## src/rtl/switch_debounce_vector.sv

```systemverilog
// Per-channel switch debouncer: two-flop synchroniser, mismatch counter and registered vector.
// Also keeps a rising-edge toggle register, and the LED mux selects between vector and toggle.
module switch_debounce_vector #(
    parameter int WIDTH    = 6,
    parameter int DEBOUNCE = 4
) (
    input  logic             clk,
    input  logic             rst,
    input  logic [WIDTH-1:0] switch,
    input  logic             mode,
    output logic [WIDTH-1:0] vector,
    output logic [WIDTH-1:0] led,
    output logic             changed
);

    localparam int            CW      = $clog2(DEBOUNCE + 1);
    localparam logic [CW-1:0] CNT_MAX = CW'(DEBOUNCE - 1);

    logic [WIDTH-1:0] s1_q;
    logic [WIDTH-1:0] s2_q;
    logic [WIDTH-1:0] vector_q;
    logic [WIDTH-1:0] vector_d;
    logic [WIDTH-1:0] toggle_q;
    logic [WIDTH-1:0] toggle_d;
    logic             changed_q;
    logic             changed_d;
    logic [CW-1:0]    cnt_q [WIDTH];
    logic [CW-1:0]    cnt_d [WIDTH];

    // A channel is accepted on the edge where its counter is already at the
    // limit; with DEBOUNCE=1 the limit is 0, so the first mismatch is taken.
    always_comb begin
        vector_d = vector_q;
        for (int i = 0; i < WIDTH; i++) begin
            cnt_d[i] = '0;
            if (s2_q[i] != vector_q[i]) begin
                if (cnt_q[i] == CNT_MAX) begin
                    vector_d[i] = s2_q[i];
                end else begin
                    cnt_d[i] = cnt_q[i] + 1'b1;
                end
            end
        end
        changed_d = |(vector_d ^ vector_q);
        toggle_d  = toggle_q ^ (vector_d & ~vector_q);
    end

    always_ff @(posedge clk or posedge rst) begin
        if (rst) begin
            s1_q      <= '0;
            s2_q      <= '0;
            vector_q  <= '0;
            toggle_q  <= '0;
            changed_q <= 1'b0;
            for (int i = 0; i < WIDTH; i++) begin
                cnt_q[i] <= '0;
            end
        end else begin
            s1_q      <= switch;
            s2_q      <= s1_q;
            vector_q  <= vector_d;
            toggle_q  <= toggle_d;
            changed_q <= changed_d;
            for (int i = 0; i < WIDTH; i++) begin
                cnt_q[i] <= cnt_d[i];
            end
        end
    end

    assign vector  = vector_q;
    assign changed = changed_q;
    assign led     = mode ? toggle_q : vector_q;

endmodule

```

## config.mk

```make
export PLATFORM = sky130hd
export DESIGN_NAME = switch_debounce_vector
export DESIGN_NICKNAME = d
export VERILOG_FILES = /design/src/rtl/switch_debounce_vector.sv
export SDC_FILE = /design/constraint.sdc
export NUM_CORES = 1
export LEC_CHECK = 0
export BUFFER_PORTS_ARGS = -buffer_cell sky130_fd_sc_hd__clkbuf_2
export CAP_MARGIN = 20
export CORE_ASPECT_RATIO = 2
export CORE_MARGIN = 5
export CORE_UTILIZATION = 38
export CTS_CLUSTER_SIZE = 10
export DETAILED_ROUTE_END_ITERATION = 7
export HOLD_SLACK_MARGIN = 0.08
export PLACE_DENSITY = 0.58
export SLEW_MARGIN = 25
export SYNTH_ARGS = -nofsm -noshare
export SYNTH_HDL_FRONTEND = slang
export SYNTH_SLANG_ARGS = --single-unit
```

## constraint.sdc

```tcl
create_clock -name clk -period 2 [get_ports clk]
set_clock_uncertainty 0.05 [all_clocks]
set_input_delay 0.3 -clock clk [delete_from_list [all_inputs] [get_ports clk]]
set_output_delay 0.3 -clock clk [all_outputs]
set_load 0.02 [all_outputs]
```

==> out/qor.csv, run 1 <==
metric;value;unit
outcome;finished, final reports clean;
h-tree-depth;2;
io-pin-count;22;
grt_pass1_wl;4.85;mm
required;2.12;ns
grt_overflow;0;
fin_crit;1.80;ns
grt_max_degree;44;
r2r_cells;6;
final_cell_area;2050;um2
drc;0;
ys_seq_area_share;62.8;%
grt_pass1_vias;1075;
worst_pin_slew;0.524;ns
slew_viol_final;0;
ys_types;17;
timing.fmax;555;MHz
n_antenna_cell;0;
cap_violations;0;
rsz0062_at_grt;false;
multi_input_area;607;um2
final.fill_count;393;
synth.area.top_cells;dfrtp_1 (63%), ha_1 (8.8%), nor2b_4 (4.8%), nor3b_1 (3.5%), xnor2_1 (3.1%);
synth_area;1710;um2
initial_utilization;39.1;%
grt_use_total;10.4;%
fp.coreArea;4380;um2
routedWlPerCell;12.7;um
setup_ws;0.198;ns
clk_latency;0.28;ns
die_h;105;um
cts_tree;done;
nets;174;
chipWidth;57.5;um
seq_area;1080;um2
place.gp.congestion;0.682;
slew_headroom;65.1;%
critPathMaxFanout;3;
reg2reg_slack;0.20;ns
yosys_warnings;0;
cts_buffer_depth;2;
setup_tns;0;ns
syn_inst;119;
cts_buffers;5;
crit_path_end_kind;flop;
clockRootBuffer;clkbuf_8;
drtPass1Iterations;4;
hold_viol;0;
dieArea;6040;um2
rows;34;
synth_top_area_share;62.8;%
viasPerCell;4.63;
min_period_over_period;90.1;%
cp_data_arrival_time;1.92;ns
powerDensity;1400;nW/um2
synth-seq-cells;43;
dp_cells;194;
dpl_worst_slack;0.205;ns
syn-mean-instance-area;14.4;um2
grt_antenna_before_repair;0;
worstSetupStartpointType;flop;
syn_to_final_growth;19.6;%
drt_iter0_drc;20;
cts.sinks;43;
leakage;0.000995;uW
synth.net_count;140;
dp_hpwl;1.94;mm
critical_path_class;flop to flop;
setup_viol;0;
stdcell_count;208;
hold_class;input pin to async pin;
ir_worst_vdd;743;uV
final_layout_size_suffix_gt1_share;25.3;%
post_dp_cell_area;1890;um2
path_clk_slew;0.08;ns
vias;963;
wirelength;2.63;mm
synth_top_area_cell;dfrtp_1;
port_buffers;21;
drtAntennaViolNets;0;
-- where the power goes --
group	switching (uW)	internal (uW)	leakage (uW)
Sequential	163	1120	0.000529
Clock	272	315	0.0000515
Combinational	547	452	0.000414
Total	982	1880	0.000995
-- per-stage QoR --
stage          total power (uW)  util [%]  hold WS [ns]
2_1_floorplan              2010         -         0.281
4_1_cts                    2930      46.8        0.0845
3_3_place_gp               2270      43.1         0.285
3_5_place_dp               2310      43.1         0.285
5_1_grt                    3120      46.8         0.117
6_report                   2860      46.8        0.0722
-- registers in the layout, indices dropped and copies added, names as in the netlist --
signal,cells
changed,1
toggle_q,6
cnt_q,18
s2_q,6
s1_q,6
vector,6
-- logic make-up after synthesis --
group           after synthesis  synth area share [%]
buf+inv                       8                  1.82
fa+ha+maj                    12                  8.76
mux                           6                  4.38
xor+xnor                     12                  6.13
flops                        43                  62.8
compound gates                6                  1.75
simple gates                 32                  14.4
-- synth_stat cells (all sizes together) --
master	count
mux2	6
inv	7
o21ai	6
buf	1
xnor2	6
xor2	6
dfrtp	43
nor3	6
and4	1
nand2	6
nor2b	8
nand3	1
nor3b	10
ha	12
-- final cells by class --
cell class | instances | share of cell area, %
Sequential cell | 43 | 52.5
Multi-Input combinational cell | 68 | 29.6
Timing Repair Buffer | 28 | 8.42
Clock buffer | 8 | 4.88
Tap cell | 54 | 3.30
Inverter | 7 | 1.28
-- cell usage in the layout (no fill, tap or decap), drive strengths merged, types with 7 or more instances in the layout --
| cell type | synthesis | layout |
|---|---|---|
| dfrtp | 43 | 43 |
| inv | 7 | 7 |
| ha | 12 | 12 |
| clkbuf | 0 | 29 |
| nor3b | 10 | 10 |
| nor2b | 8 | 8 |
-- routing by layer --
| layer | vias to the layer above | global-route usage, % | part of all wire [%] |
|---|---|---|---|
| li1 | 466 | - | - |
| met1 | 475 | 11.4 | 39 |
| met2 | 20 | 17.3 | 54 |
| met3 | 2 | 3.70 | 5.7 |
| met4 | 0 | 4.98 | 0.91 |
| met5 | - | 0 | 0 |
-- timing repair --
action	in CTS	in global routing
buffers inserted	0	0
resized for setup	0	0
hold endpoints to repair	6	0
hold buffers	6	0
-- worst max-delay path: stages (launching register included) --
cell and delay (ns):
dfrtp_1 0.39, ha_1 0.21, nor2b_4 0.13, mux2_1 0.33, ha_1 0.29, and4_1 0.20, nand3_1 0.08
-- final timing paths --
kind / from / to
min reg2reg: s1_q[1] / s2_q[1]
max reg2reg: cnt_q[6] / changed
max: cnt_q[6] / changed
max in group asynchronous: rst / s2_q[2]
min in group clk: s1_q[1] / s2_q[1]
min: rst / toggle_q[3]
Power figures use the tool's default switching activity.
==> run 2: changes to the inputs <==
--- a/config.mk
+++ b/config.mk
@@ -5,6 +5,7 @@
 export SDC_FILE = /design/constraint.sdc
 export NUM_CORES = 1
 export LEC_CHECK = 0
+export ABC_AREA = 1
 export BUFFER_PORTS_ARGS = -buffer_cell sky130_fd_sc_hd__clkbuf_2
 export CAP_MARGIN = 20
 export CORE_ASPECT_RATIO = 2
==> run 2 against run 1 <==
Net effect:
- global-route usage shrank 0.46 points
- cell area increased by 5.0%
- worst setup slack better by 0.31 ns
- routed wire length up 4.7%
- maximum frequency rose by 21%
==> out/qor.csv, run 2 <==
metric;value;unit
ys.flop_type;dfrtp_1;
synth_top_area_share;59.6;%
chipWidth;58.7;um
vias;1223;
final_cell_area;2150;um2
regMostFlops;cnt_q;
hold_path_depth;0;
hold_viol;0;
cap_violations;0;
worst_pin_slew;0.536;ns
powerDensity;1380;nW/um2
synth_top_area_cell;dfrtp_1;
fin_crit;1.49;ns
final_common_cell;nand2_1;
path_buf_inv;2;
swShare;36.1;%
clk_latency;0.28;ns
initial_utilization;39.3;%
crit_path_end_kind;output port;
cts_buffers;5;
rsz0062_at_grt;false;
slew_headroom;64.3;%
critical_path_class;flop to output port;
nets;245;
final_layout_size_suffix_gt1_share;20.1;%
fin_hold_ws;0.302;ns
synthArstFlopShare;100;%
setup_tns;0;ns
wirelength;2.76;mm
r2r-end;changed;
intPower;1890;uW
setup_ws;0.508;ns
port_buffers;21;
grt_pass1_wl;4.85;mm
cpPeakStageDelay;0.42;ns
ys_top_cells_by_count;nand2_1 (51), dfrtp_1 (43), inv_1 (28);
dieArea;6310;um2
clockRootBuffer;clkbuf_8;
ys_seq_area_share;59.6;%
wl_met3;122;um
rr_startpoint;cnt_q[0];
cts_buffer_depth;2;
place.gp.congestion;0.782;
synth-seq-cells;43;
grt_overflow;0;
min_from;s1_q[0];
die_h;107;um
drtPass1Iterations;2;
drtAntennaViolNets;0;
reg2reg_slack;0.62;ns
routedWlPerCell;9.89;um
syn_to_final_growth;19.2;%
drt_iter0_drc;30;
met1Wirelength;1.13;mm
grt_max_degree;44;
hold_class;flop to flop;
grt_antenna_before_repair;0;
setup_viol;0;
grt_pass1_vias;1173;
syn_inst;189;
yosys_warnings;0;
rows;35;
ir_worst_vdd;777;uV
path_cells;inv_2, o21ai_1, clkbuf_2;
slew_viol_final;0;
clkPwrFrac;21.3;%
top_layer_used;met4;
mostFrequentLayoutCells;nand2_1 (51), dfrtp_1 (43), inv_1 (27);
cts_hold_buf;7;
required;1.65;ns
post_dp_cell_area;1980;um2
cts_tree;done;
r2r_cells;8;
cts_resized;0;
drc;0;
seq_power_share;42.9;%
synth-edff-count;0;
min_period_over_period;74.6;%
dp_hpwl;2.04;mm
whs_endpoint;s2_q[0];
critPathTopFamily;flip-flops;
synth.net_count;210;
worstSetupStartpointType;flop;
h-tree-depth;2;
critPathMaxFanout;4;
dpl_worst_slack;0.613;ns
wl_met2;1.45;mm
pwr-share-comb;35.8;%
cts.sinks;43;
outcome;finished, final reports clean;
grt_use_total;9.94;%
fp.coreArea;4600;um2
io-pin-count;22;
synth_area;1810;um2
crit_slowest_cell;dfrtp_1;
timing.fmax;670;MHz
largest_reg_flops;18;
ys_types;12;
cts_setup_buffers;0;
yosysMostFrequentCell;nand2_1;
n_antenna_cell;0;
viasPerCell;4.38;
p_switching;1070;uW
cp_data_arrival_time;1.14;ns
syn-mean-instance-area;9.55;um2
path_clk_slew;0.08;ns
leakage;0.00115;uW
synth.area.top_cells;dfrtp_1 (60%), nand2_1 (11%), ha_1 (8.3%), inv_1 (5.8%), nor2_1 (4.0%);
[run 2: through the flow]
stage	power, uW	util (%)	std cells
floorplan	2070	-	189
global placement	2350	43.0	265
detailed placement	2360	43.0	265
CTS	3020	46.8	279
global route	3230	46.8	279
finish	2960	46.8	279
[run 2: power by group through the flow]
stage	combinational [uW]	sequential (uW)	clock [uW]
6_report	1060	1270	631
5_1_grt	1240	1300	695
4_1_cts	1090	1270	657
3_5_place_dp	1070	1290	0
3_3_place_gp	1060	1290	0
2_1_floorplan	732	1330	0
[run 2: layout make-up]
cell class	instances	area, um2
clock buffers	6	72.6
clock inverters	1	30.0
fillers	464	2450
inverters	34	128
multi-input cells	111	594
flip-flops and latches	43	1080
well taps	55	68.8
repair buffers	29	183
[run 2: logic make-up after synthesis]
| family | Yosys count | share of synthesized area (%) |
|---|---|---|
| xor+xnor | 6 | 2.91 |
| flops | 43 | 59.6 |
| simple gates | 87 | 20.0 |
| fa+ha+maj | 12 | 8.32 |
| compound gates | 6 | 1.66 |
| buf+inv | 35 | 7.48 |
[run 2: routing by layer]
| layer | up-vias | global-route usage [%] |
|---|---|---|
| met5 | - | 0 |
| met4 | 0 | 4.86 |
| met3 | 5 | 2.76 |
| met2 | 19 | 16.4 |
| met1 | 565 | 11.5 |
| li1 | 634 | - |
[run 2: how the worst max path moves through the flow]
stage | start | endpoint | depth (start not counted)
final | vector[4] | led[4] | 3
after global placement | cnt_q[3] | changed | 7
after CTS | vector[4] | led[4] | 3
after detailed placement | cnt_q[3] | changed | 7
after global routing | vector[5] | led[5] | 3
after floorplan | vector[0] | led[0] | 2
==> run 3: changes to the inputs <==
--- a/config.mk
+++ b/config.mk
@@ -5,7 +5,7 @@
 export SDC_FILE = /design/constraint.sdc
 export NUM_CORES = 1
 export LEC_CHECK = 0
-export ABC_AREA = 1
+export ABC_AREA = 0
 export BUFFER_PORTS_ARGS = -buffer_cell sky130_fd_sc_hd__clkbuf_2
 export CAP_MARGIN = 20
 export CORE_ASPECT_RATIO = 2
@@ -14,7 +14,7 @@
 export CTS_CLUSTER_SIZE = 10
 export DETAILED_ROUTE_END_ITERATION = 7
 export HOLD_SLACK_MARGIN = 0.08
-export PLACE_DENSITY = 0.58
+export PLACE_DENSITY = 0.6
 export SLEW_MARGIN = 25
 export SYNTH_ARGS = -nofsm -noshare
 export SYNTH_HDL_FRONTEND = slang
==> constraint.sdc (replaced) <==
create_clock -name clk -period 1.35 [get_ports clk]
set_clock_uncertainty 0.05 [all_clocks]
set_input_delay 0.2025 -clock clk [delete_from_list [all_inputs] [get_ports clk]]
set_output_delay 0.2025 -clock clk [all_outputs]
set_load 0.02 [all_outputs]
==> run 3 against run 2 <==
Net effect:
- the flow now finishes with violations (negative setup slack)
- worst hold slack worse by 0.0027 ns
- via count down 6.8%
- non-clock buffer count up 41
- total power up 85%
- largest cell class unchanged
- flip-flop and latch count unchanged
- critical endpoint is now changed
- clock power up 15%
==> out/qor.csv, run 3 (synthesized netlist as in run 1, its figures left out) <==
metric;value;unit
outcome;complete, but fails checks;
violations;negative setup slack;
fp.coreArea;4380;um2
mostFrequentLayoutCells;dfrtp_1 (43), buf_4 (34), buf_6 (12);
powerDensity;2120;nW/um2
nets;216;
hold_class;flop to flop;
reg2reg_slack;-0.37;ns
met1_usage;12.6;%
final_common_cell;dfrtp_1;
report.power.total;5480;uW
clockRootBuffer;clkbuf_8;
place.gp.congestion;0.697;
syn_to_final_growth;50.9;%
setup_tns;-1.23;ns
cts_tree;done;
cp_data_arrival_time;1.84;ns
cts_buffer_depth;2;
drtAntennaViolNets;0;
drc;0;
grt.met3_usage;3.09;%
largest_reg_flops;18;
drt_iter0_drc;9;
regMostFlops;cnt_q;
required;1.47;ns
cts_buffers;5;
dp_cells;208;
chipWidth;57.5;um
rows;34;
path_clk_slew;0.07;ns
leakage;0.00123;uW
busiest_layer;met2;
intPower;3640;uW
dieArea;6040;um2
min_period_over_period;127;%
seq_power_share;34.1;%
worst_pin_slew;0.316;ns
hold_viol;0;
slew_viol_final;0;
cap_violations;0;
wirelength;3.26;mm
grt_use_total;11.7;%
cts.sinks;43;
critical_path_class;flop to flop;
h-tree-depth;2;
setup_viol;8;
grt_antenna_before_repair;0;
p_switching;1840;uW
critPathMaxFanout;2;
io-pin-count;22;
ir_worst_vdd;1220;uV
worstSetupStartpointType;flop;
port_buffers;21;
timing.fmax;582;MHz
grt_overflow;0;
crit_path_end_kind;flop;
viasPerCell;4.60;
final_layout_size_suffix_gt1_share;53.1;%
initial_utilization;39.1;%
drtPass1Iterations;4;
clkPwrFrac;13.2;%
swShare;33.6;%
grt_pass1_vias;1243;
clk_latency;0.28;ns
vias;1140;
slew_headroom;78.8;%
dp_hpwl;2.11;mm
die_h;105;um
met2_usage;20.2;%
stdcell_count;248;
grt_pass1_wl;5.48;mm
grt_max_degree;44;
final.fill_count;356;
setup_ws;-0.368;ns
fin_crit;1.72;ns
routedWlPerCell;13.1;um
n_antenna_cell;0;
rsz0062_at_grt;true;
pwr-share-comb;52.7;%
==> run 3: changes by cell type in the layout (fill, tap and decap cells not counted), moves of 8 or more <==
cell and delta:
buf_4 +33, nand2_1 -45, buf_6 +12, clkbuf_2 -10, nand2_2 -11, ha_1 -12, nor2_1 -19, inv_1 -24
nor3b_1 +8
==> run 3: final timing paths <==
| check | from | end | cells past startpoint |
|---|---|---|---|
| max in group asynchronous | rst | cnt_q[6] | 4 |
| min reg2reg | s1_q[3] | s2_q[3] | 0 |
| max | cnt_q[12] | changed | 6 |
| max reg2reg | cnt_q[12] | changed | 6 |
| min | s1_q[3] | s2_q[3] | 0 |
| min in group asynchronous | rst | s1_q[1] | 4 |
==> run 3: area by class of cell <==
class | instances | area [um2] | share of cell area, %
clock buffers | 6 | 72.6 | 2.80
inverters | 7 | 36.3 | 1.40
flip-flops and latches | 43 | 1080 | 41.6
repair buffers | 70 | 597 | 23.1
well taps | 54 | 67.6 | 2.61
multi-input cells | 68 | 738 | 28.5
==> run 3: worst max-delay path: stages, from the launching register on <==
cell and delay, ns:
dfrtp_1 0.37, ha_2 0.19, nor2b_4 0.16, mux2_4 0.33, ha_4 0.26, and4_1 0.19
nand3_1 0.06
==> run 3: routing by layer <==
metal	up-vias	wire, um
met3	8	156
met1	562	1190
met4	0	104
li1	546	-
met5	-	0
met2	24	1810
==> run 3: power groups by stage <==
stage,Clock (uW),Sequential [uW],Combinational (uW)
2_1_floorplan,0,2010,1150
3_3_place_gp,0,1870,1860
3_5_place_dp,0,1900,1940
4_1_cts,760,1870,2520
5_1_grt,811,1900,3200
6_report,723,1870,2890
==> run 3: what timing repair did <==
item                                   in CTS  in global routing
hold buffers                                7                  0
setup endpoints to repair                  13                 19
buffers inserted                           17                 10
gates resized for setup                    29                 26
pin swaps                                   8                  6
endpoints found under the hold margin      49                  0
==> run 3: metrics by stage <==
stage	area (um2)	hold slack, ns	util (%)	setup slack (ns)
2_1_floorplan	1790	0.184	-	-0.264
3_3_place_gp	2090	0.201	47.6	-0.297
3_5_place_dp	2090	0.215	47.6	-0.351
4_1_cts	2440	0.301	55.7	-0.339
5_1_grt	2590	0.307	59.1	-0.439
6_report	2590	0.299	59.1	-0.368
